## config.mk

```make
export PLATFORM = sky130hd
export DESIGN_NAME = oled_page_writer
export DESIGN_NICKNAME = d
export VERILOG_FILES = /design/src/rtl/oled_page_writer.sv
export SDC_FILE = /design/constraint.sdc
export NUM_CORES = 1
export LEC_CHECK = 0
export ABC_AREA = 1
export BUFFER_PORTS_ARGS = -buffer_cell sky130_fd_sc_hd__buf_2
export CORE_ASPECT_RATIO = 0.7
export CORE_UTILIZATION = 45
export DETAILED_ROUTE_END_ITERATION = 8
export PLACE_DENSITY = 0.68
export SYNTH_ARGS = -nofsm -noshare
export SYNTH_HDL_FRONTEND = slang
export SYNTH_SLANG_ARGS = --single-unit
```

## constraint.sdc

```tcl
create_clock -name CLK -period 1.8 [get_ports CLK]
set_input_delay 0.45 -clock CLK [delete_from_list [all_inputs] [get_ports CLK]]
set_output_delay 0.45 -clock CLK [all_outputs]
set_load 0.05 [all_outputs]
```

## src/rtl/oled_page_writer.sv

```systemverilog
// Streams a frame buffer to an SSD1306-class OLED as per-page I2C command + data transactions.
// Optional checkerboard test pattern source: define OLED_PAGE_WRITER_PATTERN_EN.
`timescale 1ns/1ps
module oled_page_writer #(
  parameter int          PAGES      = 8,
  parameter int          COLS       = 128,
  parameter int          COL_OFFSET = 0,
  parameter logic [6:0]  SLAVE_ADDR = 7'h3C
) (
  input  logic       CLK,
  input  logic       RST,
  input  logic       start,
`ifdef OLED_PAGE_WRITER_PATTERN_EN
  input  logic       pattern_sel,
`endif
  output logic       busy,
  output logic       done,
  output logic       fb_rd_en,
  output logic [9:0] fb_addr,
  input  logic [7:0] fb_data,
  output logic       tx_valid,
  input  logic       tx_ready,
  output logic [7:0] tx_byte,
  output logic       tx_first,
  output logic       tx_last
);

  typedef enum logic [2:0] {S_IDLE, S_CMD, S_DHDR, S_FETCH, S_SEND, S_DONE} state_t;

  localparam logic [2:0] PAGE_LAST = 3'(PAGES - 1);
  localparam logic [6:0] COL_LAST  = 7'(COLS - 1);
  localparam logic [9:0] COLS_W    = 10'(COLS);
  localparam logic [6:0] OFF       = 7'(COL_OFFSET);
  localparam logic [7:0] ADDR_BYTE = {SLAVE_ADDR, 1'b0};

  state_t     state_q, state_d;
  logic [2:0] page_q, page_d;
  logic [6:0] col_q, col_d;
  logic [2:0] idx_q, idx_d;
  logic [7:0] data_q, data_d;
  logic       fresh_q, fresh_d;
  logic       pat_on;

`ifdef OLED_PAGE_WRITER_PATTERN_EN
  logic pat_q, pat_d;

  always_comb pat_d = (state_q == S_IDLE && start) ? pattern_sel : pat_q;

  always_ff @(posedge CLK or posedge RST) begin
    if (RST) pat_q <= 1'b0;
    else     pat_q <= pat_d;
  end

  assign pat_on = pat_q;
`else
  assign pat_on = 1'b0;
`endif

  always_ff @(posedge CLK or posedge RST) begin
    if (RST) begin
      state_q <= S_IDLE;
      page_q  <= '0;
      col_q   <= '0;
      idx_q   <= '0;
      data_q  <= '0;
      fresh_q <= 1'b0;
    end else begin
      state_q <= state_d;
      page_q  <= page_d;
      col_q   <= col_d;
      idx_q   <= idx_d;
      data_q  <= data_d;
      fresh_q <= fresh_d;
    end
  end

  always_comb begin
    state_d  = state_q;
    page_d   = page_q;
    col_d    = col_q;
    idx_d    = idx_q;
    data_d   = data_q;
    fresh_d  = fresh_q;
    busy     = 1'b0;
    done     = 1'b0;
    fb_rd_en = 1'b0;
    fb_addr  = '0;
    tx_valid = 1'b0;
    tx_byte  = '0;
    tx_first = 1'b0;
    tx_last  = 1'b0;
    case (state_q)
      S_IDLE: begin
        if (start) begin
          page_d  = '0;
          col_d   = '0;
          idx_d   = '0;
          state_d = S_CMD;
        end
      end
      S_CMD: begin
        busy     = 1'b1;
        tx_valid = 1'b1;
        case (idx_q)
          3'd0: begin tx_byte = ADDR_BYTE; tx_first = 1'b1; end
          3'd1: tx_byte = 8'h00;
          3'd2: tx_byte = 8'hB0 | {5'd0, page_q};
          3'd3: tx_byte = {4'h0, OFF[3:0]};
          default: begin tx_byte = {5'b00010, OFF[6:4]}; tx_last = 1'b1; end
        endcase
        if (tx_ready) begin
          if (idx_q == 3'd4) begin
            idx_d   = '0;
            state_d = S_DHDR;
          end else begin
            idx_d = idx_q + 3'd1;
          end
        end
      end
      S_DHDR: begin
        busy     = 1'b1;
        tx_valid = 1'b1;
        tx_first = (idx_q == 3'd0);
        tx_byte  = (idx_q == 3'd0) ? ADDR_BYTE : 8'h40;
        if (tx_ready) begin
          if (idx_q == 3'd0) begin
            idx_d = 3'd1;
          end else begin
            idx_d   = '0;
            state_d = S_FETCH;
          end
        end
      end
      S_FETCH: begin
        busy     = 1'b1;
        fb_rd_en = !pat_on;
        fb_addr  = 10'(page_q) * COLS_W + 10'(col_q);
        fresh_d  = 1'b1;
        state_d  = S_SEND;
      end
      S_SEND: begin
        // RAM data is only valid in the first SEND cycle; hold it for stalls.
        busy     = 1'b1;
        tx_valid = 1'b1;
        tx_last  = (col_q == COL_LAST);
        if (pat_on)       tx_byte = (col_q[3] ^ page_q[0]) ? 8'hFF : 8'h00;
        else if (fresh_q) tx_byte = fb_data;
        else              tx_byte = data_q;
        if (fresh_q) data_d = fb_data;
        fresh_d = 1'b0;
        if (tx_ready) begin
          if (col_q != COL_LAST) begin
            col_d   = col_q + 7'd1;
            state_d = S_FETCH;
          end else if (page_q != PAGE_LAST) begin
            page_d  = page_q + 3'd1;
            col_d   = '0;
            state_d = S_CMD;
          end else begin
            state_d = S_DONE;
          end
        end
      end
      S_DONE: begin
        done    = 1'b1;
        state_d = S_IDLE;
      end
      default: state_d = S_IDLE;
    endcase
  end

endmodule

```

==> results by group, run 1 <==
Layout
  • Post-synthesis to final-layout area growth: 61.2%
  • Antenna Cells: 0
  • Final core area utilization: 0.774
  • Layout Nets: 331
  • Fraction of layout cells with a size suffix above 1: 0.487
  • Fillers: 245

Synth
  • Simple-Gate Fraction of Synth Area: 0.335
  • Xor and xnor area share after synthesis: 0
  • Number of synthesized flops with an enable pin: 0
  • Top cell type by total area after synthesis: dfrtp_1
  • FF+latch count, synth: 25
  • Synth warn: 0
  • Sequential area share after synthesis: 0.364
  • Synth area leaders: dfrtp_1, nand2_1, inv_1
  • Synthesized area per cell: 7.45 sq um
  • Main combinational cell family by area after synthesis: simple AND/OR/NAND/NOR gates
  • Library cells used by synthesis: 25
  • Syn Std Cell Area: 1720 sq um
  • Ys flop type: dfrtp_1
  • Top cell type's share of synthesized area: 0.364
  • Mux share of post-synthesis cell area: 0
  • Post-Syn Instances: 231
  • Adder-Cell Fraction of Synth Area: 0.0582
  • Asr flop ratio synth: 1.00
  • Post-Syn Nets: 251
  • Synth Area in Compound Gates: 0.126

Routing
  • Initial drt markers: 101
  • TritonRoute pass-1 iters: 4
  • Highest metal used: met4
  • Routed WL: 5050 um
  • DR vias/cell: 5.07
  • Met3 routed WL: 202 um
  • Wire per inst: 14.0 um
  • Met1 WL: 2400 um
  • DRC Markers: 0
  • Post-route antenna net violation count: 0
  • Via count: 1824
  • Met2 wire len: 2430 um

Clock tree
  • TritonCTS clock tree: yes
  • CTS sink count: 25
  • Cell chosen for the clock root: clkbuf_8
  • Clock Path Buffers: 2
  • Worst-path clk slew: 100 ps
  • CTS Buf Count: 3
  • Skew-Pair Late Insertion Delay: 280 ps
  • H-tree Lvls: 1

Timing
  • Final setup margin: -330 ps
  • Fmax: 469 MHz
  • Fin. Hold Viols: 0
  • RSZ-0062 raised after global routing: yes
  • Worst-margin pin slew: 344 ps
  • Crit path time final: 2130 ps
  • Fin Setup TNS: -4320 ps
  • Final setup viols: 24
  • Max Clock Skew: 8.24 ps
  • Rel. slew slack: 0.770
  • Period utilization: 1.18
  • Max Slew Vio Count: 0

Place
  • DP Wirelength: 3210 um
  • GPL Wtd Cong: 0.822
  • I/O Buffers: 35

Die
  • Die Wd: 75.9 um
  • Ports: 36
  • Die Y: 53.7 um
  • FP Rows: 18
  • Total die area: 4080 sq um
  • Initial Utilization: 0.480
  • Total core area: 3580 sq um

Power and ir drop
  • VDD IR max: 1.34 mV
  • Internal power: 2420 uW
  • Sw Share: 0.515
  • Sequential Power Share: 0.180
  • Clock network power share: 0.070
  • Pwr dens: 1800 nW/um^2
  • Pleak: 0.00139 uW
  • Logic gate share of total power: 0.750
  • NetSw: 2560 uW

GRT
  • Total gr overflow: 0
  • Largest net degree at the start of global routing: 26
  • Vias in the first global route: 1594
  • First-pass GRT wire length: 7650 um
  • Initial antenna violation count: 0
  • Total GRT Usage: 0.244

Worst setup path
  • Data arrival, critical path: 1680 ps
  • Worst R2R Setup Slack: 150 ps
  • CP Launch Type: flop
  • CP endpoint kind: primary output
  • Req. time, crit path: 1350 ps
  • Setup CP Type: flop to primary output
  • CP max FO: 4

Status
  • Status: finished, violations left
  • Failing checks: setup timing

Worst hold path
  • Hold Path Class: primary input to async pin

Flow run
  • MaxCap Viol Count: 0
path summary, 6_finish.rpt:
check | startpoint | to | cells past startpoint
worst max-delay path | idx_q[1] | tx_byte[6] | 7
worst min-delay path | RST | col_q[2] | 3
worst max register to register | state_q[0] | col_q[5] | 10
worst min register to register | page_q[2] | page_q[2] | 2
max in group asynchronous | RST | idx_q[2] | 3
min in group CLK | fb_data[7] | data_q[7] | 3
placed cells by master, fill, tap and decap left out, types with 2 or more instances in the layout:
cell | netlist | final
inv_2 | 6 | 9
nor2_2 | 4 | 4
dfrtp_1 | 25 | 22
clkbuf_8 | 0 | 3
a21oi_1 | 4 | 3
nand2_1 | 53 | 50
nand4_1 | 3 | 3
inv_1 | 31 | 25
buf_4 | 0 | 38
nand3_1 | 18 | 11
o21ai_0 | 20 | 14
buf_2 | 3 | 11
nand3_4 | 0 | 4
o211ai_1 | 9 | 9
o21ai_1 | 4 | 6
nor2_4 | 4 | 16
nand2_4 | 5 | 9
inv_4 | 0 | 3
nor2_1 | 20 | 8
ha_1 | 8 | 6
nand3_2 | 1 | 4
nand2_2 | 3 | 2
buf_8 | 0 | 7
dfrtp_2 | 0 | 3
o21ai_2 | 0 | 3
buf_6 | 4 | 24
cell usage after synthesis (4+ instances only):
library cell   n
nor2_2         4
inv_1         31
nand3_1       18
ha_1           8
o21ai_0       20
o21ai_1        4
o211ai_1       9
dfrtp_1       25
buf_6          4
nand2_4        5
nand2_1       53
nor2_1        20
a21oi_1        4
inv_2          6
nor2_4         4
worst max-delay path: stages, from the launching register on:
cell      delay (ps)
dfrtp_1          430
inv_2            100
ha_4             150
inv_2             50
nor2_4           110
inv_2             60
o211ai_1         240
buf_4            260
logic make-up after synthesis:
logic type	Yosys count
simple gates	115
compound gates	38
flops	25
buf+inv	45
fa+ha+maj	8
power by group through the flow:
stage               clock, uW  sequential [uW]  combinational, uW
floorplan                   0              812               2060
finish                    351              894               3730
CTS                       361              883               3460
global route              391              917               3950
global placement            0              876               2750
detailed placement          0              885               2770
sequential cells by signal, summed over array words and instances, names as in the netlist:
signal,flops
col_q,7
fresh_q,1
data_q,8
page_q,3
idx_q,3
state_q,3
per-stage QoR:
stage,hold slack (ps),setup WS (ps),total power (uW),std cells,area [sq um]
after global placement,489,-86.3,3620,342,2290
after detailed placement,501,-124,3660,342,2290
final,216,-330,4980,360,2770
after global routing,244,-340,5260,360,2770
after CTS,223,-190,4700,356,2690
after floorplan,466,-298,2870,231,1870
layout make-up:
| class | count | area, sq um | area share |
|---|---|---|---|
| well taps | 50 | 62.6 | 0.0226 |
| multi-input cells | 161 | 1130 | 0.409 |
| repair inverters | 1 | 6.26 | 0.00226 |
| clock buffers | 3 | 41.3 | 0.0149 |
| clock inverters | 1 | 7.51 | 0.00271 |
| flip-flops and latches | 25 | 629 | 0.227 |
| inverters | 38 | 155 | 0.0560 |
| repair buffers | 81 | 736 | 0.265 |
metal layers:
metal  vias up  global-route usage
met5         -                   0
met4         0              0.0385
met3         2              0.0441
met2        46               0.420
met1       873               0.333
li1        903                   -
timing repair:
| action | CTS | global route |
|---|---|---|
| setup endpoints to repair | 24 | 24 |
| pin swaps | 11 | 6 |
| setup buffers | 9 | 5 |
| gates resized for setup | 84 | 12 |
| gates cloned | 1 | 0 |
| hold buffers | 0 | 0 |
(Power assumes the default switching activity.)
==> run 2, diff against run 1 <==
==> constraint.sdc (replaced) <==
create_clock -name CLK -period 2.3 [get_ports CLK]
set_input_delay 0.575 -clock CLK [delete_from_list [all_inputs] [get_ports CLK]]
set_output_delay 0.575 -clock CLK [all_outputs]
set_load 0.05 [all_outputs]
==> results by group, run 2 (synthesis results as in run 1) <==
Layout
  • Top flop regs: data_q x8, col_q x7
  • Register bank with the most flops: data_q
  • Fin area: 2100 sq um
  • Commonest non-fill, non-tap cell in the layout: nand2_1
  • Final core area utilization: 0.588
  • Layout Cells excl Fill: 324
  • Max reg flops: 8
  • Fillers: 330
  • Layout Nets: 295
  • Antenna Cells: 0
  • Fraction of layout cells with a size suffix above 1: 0.332
  • Post-synthesis to final-layout area growth: 22.3%
  • Most frequent cells in the layout: nand2_1, inv_1, buf_2, dfrtp_1, o21ai_0

Flow run
  • MaxCap Viol Count: 0

Timing
  • Max Slew Vio Count: 0
  • Rel. slew slack: 0.790
  • Period utilization: 0.982
  • Worst-margin pin slew: 316 ps
  • Crit path time final: 2260 ps
  • Final setup viols: 0
  • Fin. Hold Viols: 0
  • Max Clock Skew: 7.48 ps
  • Final setup margin: 41.2 ps
  • Fmax: 443 MHz

Power and ir drop
  • VDD IR max: 0.782 mV
  • Total power: 2820 uW
  • Pleak: 0.00111 uW
  • Pwr dens: 1340 nW/um^2

Worst setup path
  • CP cell instances: ha_2 > nand2_2 > nor2_4 > nand2_4 > nor2_4 > a31o_2 > buf_6
  • CP max FO: 4
  • Data arrival, critical path: 1680 ps
  • Most frequent CP cell: nor2_4
  • R2r worst-path depth: 9
  • Reg2Reg Launch Point: state_q[0]
  • Setup CP Type: flop to primary output
  • CP endpoint kind: primary output
  • Req. time, crit path: 1730 ps
  • CP Launch Type: flop
  • Slowest stage cell on the critical path: dfrtp_1
  • Critical path's largest stage delay: 430 ps
  • Worst R2R Setup Slack: 820 ps
  • Critical R2R Capture: page_q[0]

GRT
  • Largest net degree at the start of global routing: 26
  • Vias in the first global route: 1254
  • Total gr overflow: 0
  • Initial antenna violation count: 0
  • First-pass GRT wire length: 5730 um
  • Total GRT Usage: 0.182

Routing
  • TritonRoute pass-1 iters: 4
  • Wire per inst: 11.7 um
  • Initial drt markers: 142
  • Via count: 1582
  • Routed WL: 3780 um
  • DRC Markers: 0
  • DR vias/cell: 4.88
  • Post-route antenna net violation count: 0

Die
  • FP Rows: 18
  • Initial Utilization: 0.480
  • Die Y: 53.7 um
  • Total core area: 3580 sq um
  • Total die area: 4080 sq um
  • Ports: 36
  • Die Wd: 75.9 um

Clock tree
  • Clock Path Buffers: 2
  • H-tree Lvls: 1
  • CTS Buf Count: 3
  • Worst-path clk slew: 90 ps
  • Skew-Pair Late Insertion Delay: 270 ps
  • TritonCTS clock tree: yes
  • Cell chosen for the clock root: clkbuf_8
  • CTS sink count: 25

Place
  • DP Wirelength: 2740 um
  • Area after DPL: 1930 sq um
  • Pre-CTS setup slack: 155 ps
  • GPL Wtd Cong: 0.840
  • Placed cell count: 311
  • I/O Buffers: 35

Status
  • Status: complete, no violations

Worst hold path
  • Hold Path Class: primary input to async pin
-- run 2: changes by cell type in the layout (fill, tap and decap cells not counted), sizes merged --
| cell | change |
|---|---|
| clkinv | -1 |
| inv | -1 |
| clkbuf | +1 |
| buf | -36 |
| clkinvlp | +1 |
-- run 2: layer usage --
metal / wire length, um / global-route usage / up-vias / part of all wire
met5: 0 / 0 / - / 0
met4: 14 / 0.0385 / 0 / 0.0037
met3: 180 / 0.0407 / 2 / 0.048
met2: 1680 / 0.292 / 36 / 0.44
met1: 1910 / 0.254 / 722 / 0.50
li1: - / - / 822 / -
-- run 2: how the worst max path moves through the flow --
stage | startpoint | endpoint | depth (start not counted)
final | col_q[1] | tx_last | 7
after global routing | col_q[1] | tx_last | 7
after CTS | idx_q[0] | tx_byte[5] | 7
after detailed placement | state_q[1] | tx_byte[1] | 6
after global placement | state_q[2] | tx_byte[1] | 6
after floorplan | state_q[1] | tx_byte[0] | 6
-- run 2: per-stage QoR --
step	hold slack (ps)	setup TNS [ps]
finish	340	0
floorplan	466	-1860
detailed placement	495	0
CTS	349	0
global route	358	-45.3
global placement	491	0
-- run 2: what timing repair did --
action	4_1_cts	5_1_grt
hold endpoints to repair	0	0
gates resized for setup	13	13
hold buffers	0	0
buffers inserted	3	6
endpoints found under the setup margin	20	10
pin swaps	0	1
-- run 2: layout make-up --
class / instances / area, sq um / share of cell area
multi-input cells: 161 / 920 / 0.437
flip-flops and latches: 25 / 629 / 0.299
repair buffers: 46 / 295 / 0.140
inverters: 38 / 149 / 0.0707
well taps: 50 / 62.6 / 0.0297
clock buffers: 3 / 41.3 / 0.0196
clock inverters: 1 / 7.51 / 0.00357
-- run 2: where the power goes --
part           switching (uW)  internal [uW]
Sequential                114            581
Clock                     143            123
Combinational            1320            538
-- run 2: critical path, delay by kind of cell (launching register included) --
| family | cells | cell delay (ps) |
|---|---|---|
| simple gates | 4 | 460 |
| flops | 1 | 430 |
| fa+ha+maj | 1 | 230 |
| buf+inv | 1 | 150 |
| compound gates | 1 | 130 |
==> run 3, diff against run 2 <==
--- a/config.mk
+++ b/config.mk
@@ -8,9 +8,9 @@
 export ABC_AREA = 1
 export BUFFER_PORTS_ARGS = -buffer_cell sky130_fd_sc_hd__buf_2
 export CORE_ASPECT_RATIO = 0.7
-export CORE_UTILIZATION = 45
+export CORE_UTILIZATION = 54
 export DETAILED_ROUTE_END_ITERATION = 8
-export PLACE_DENSITY = 0.68
+export PLACE_DENSITY = 0.79
 export SYNTH_ARGS = -nofsm -noshare
 export SYNTH_HDL_FRONTEND = slang
 export SYNTH_SLANG_ARGS = --single-unit
==> results by group, run 3 (synthesis results as in run 1) <==
Status
  • Status: complete, no violations

Worst setup path
  • Setup CP Type: flop to primary output
  • Worst R2R Setup Slack: 820 ps
  • Worst setup endpoint: tx_byte[6]
  • Critical R2R Capture: page_q[2]
  • Critical path's largest stage delay: 430 ps
  • CP Launch Type: flop
  • Critical Path Stages: 7
  • CP max FO: 5
  • Most frequent CP cell: inv_1
  • Slowest stage cell on the critical path: dfrtp_1
  • Bufs and invs on worst path: 4
  • Largest delay contributor family on the critical path: buffers and inverters
  • Reg2Reg Launch Point: page_q[0]
  • Data arrival, critical path: 1700 ps
  • CP cell instances: inv_2 > ha_1 > inv_1 > nor2_4 > inv_1 > o211ai_1 > buf_4
  • CP endpoint kind: primary output
  • Req. time, crit path: 1730 ps
  • R2r worst-path depth: 8
  • Critical path origin: idx_q[0]

Layout
  • Max reg flops: 8
  • Fin area: 2100 sq um
  • Fillers: 219
  • Layout Nets: 295
  • Antenna Cells: 0
  • Register bank with the most flops: data_q
  • Commonest non-fill, non-tap cell in the layout: nand2_1
  • Fraction of layout cells with a size suffix above 1: 0.336
  • Top flop regs: data_q x8, col_q x7
  • Final core area utilization: 0.725
  • Most frequent cells in the layout: nand2_1, inv_1, buf_2, dfrtp_1, o21ai_0
  • Post-synthesis to final-layout area growth: 22.3%

Routing
  • DR vias/cell: 5.15
  • DRC Markers: 0
  • TritonRoute pass-1 iters: 4
  • Via count: 1596
  • Wire per inst: 12.7 um
  • Post-route antenna net violation count: 0
  • Routed WL: 3940 um
  • Initial drt markers: 72

Timing
  • Rel. slew slack: 0.791
  • Worst-margin pin slew: 314 ps
  • Fmax: 439 MHz
  • Max Clock Skew: 1.82 ps
  • Crit path time final: 2280 ps
  • Hold_ws: 328 ps
  • Final setup viols: 0
  • Fin Setup TNS: 0 ps
  • Period utilization: 0.990
  • Fin. Hold Viols: 0
  • Final setup margin: 23.9 ps
  • Max Slew Vio Count: 0

GRT
  • Total gr overflow: 0
  • Grt met3 use: 0.0537
  • Initial antenna violation count: 0
  • Total GRT Usage: 0.231
  • Largest net degree at the start of global routing: 26
  • Busiest grt layer: met2
  • Vias in the first global route: 1374
  • First-pass GRT wire length: 6290 um
  • Grt met1 use: 0.342
  • Met2 Usage GRT: 0.345

Power and ir drop
  • Pwr dens: 1370 nW/um^2
  • NetSw: 1620 uW
  • Sw Share: 0.562
  • Pleak: 0.00111 uW
  • Clock network power share: 0.094
  • Logic gate share of total power: 0.662
  • Sequential Power Share: 0.244
  • VDD IR max: 1.19 mV
  • Internal power: 1270 uW

Clock tree
  • Cell chosen for the clock root: clkbuf_8
  • H-tree Lvls: 1
  • Clock Path Buffers: 2
  • Hold buffers post-CTS: 0
  • TritonCTS clock tree: yes
  • Skew-Pair Late Insertion Delay: 270 ps
  • CTS Buf Count: 3
  • CTS sink count: 25
  • Worst-path clk slew: 90 ps

Place
  • I/O Buffers: 35
  • Area after DPL: 1910 sq um
  • GPL Wtd Cong: 0.847
  • Pre-CTS setup slack: 178 ps
  • DP Wirelength: 2720 um

Die
  • FP Rows: 16
  • Total die area: 3420 sq um
  • Initial Utilization: 0.593
  • Die Y: 49.2 um
  • Die Wd: 69.5 um
  • Total core area: 2900 sq um
  • Ports: 36

Worst hold path
  • Hold Path Class: primary input to async pin

Flow run
  • MaxCap Viol Count: 0
## run 3: routing by layer
| metal | vias to the layer above | share of wire | wire (um) |
|---|---|---|---|
| met4 | 0 | 0.0036 | 14 |
| met3 | 3 | 0.039 | 152 |
| met1 | 734 | 0.49 | 1950 |
| met2 | 31 | 0.46 | 1820 |
| met5 | - | 0 | 0 |
| li1 | 828 | - | - |
## run 3: worst reg2reg max path, cell delays in order (launching register included)
cell     delay (ps)
dfrtp_1         410
ha_1            210
ha_1            220
nand2_1         100
inv_1            70
nor2_4          160
nand2_2          80
nand2_1          70
nand2_1          60
## run 3: power by group through the flow
stage / combinational [uW] / sequential (uW) / clock [uW]
2_1_floorplan: 1470 / 632 / 0
3_3_place_gp: 1640 / 716 / 0
3_5_place_dp: 1650 / 721 / 0
4_1_cts: 1710 / 718 / 275
5_1_grt: 2080 / 721 / 295
6_report: 1910 / 704 / 272
## run 3: how the worst min path moves through the flow
| stage | endpoint | slack (ps) | cells past startpoint |
|---|---|---|---|
| floorplan | page_q[1] | 470 | 2 |
| global placement | page_q[2] | 490 | 2 |
| detailed placement | col_q[5] | 500 | 2 |
| CTS | data_q[1] | 340 | 3 |
| global route | fresh_q | 380 | 3 |
| finish | data_q[1] | 330 | 3 |
## run 3: area by class of cell
| class | count | area [sq um] | area share |
|---|---|---|---|
| Multi-Input combinational cell | 161 | 935 | 0.444 |
| Clock buffer | 3 | 41.3 | 0.0196 |
| Timing Repair Buffer | 46 | 293 | 0.139 |
| Tap cell | 36 | 45.0 | 0.0214 |
| Sequential cell | 25 | 631 | 0.300 |
| Inverter | 38 | 151 | 0.0720 |
| Clock inverter | 1 | 7.51 | 0.00357 |
## run 3: through the flow
step	total power, uW	std cells
floorplan	2110	231
global placement	2350	297
detailed placement	2370	297
CTS	2710	301
global route	3100	310
finish	2890	310
## run 3: what timing repair did
| action | 4_1_cts | 5_1_grt |
|---|---|---|
| pin swaps | 0 | 2 |
| gates resized for setup | 12 | 16 |
| setup buffers | 0 | 9 |
| cloned | 0 | 0 |
| setup endpoints to repair | 10 | 10 |
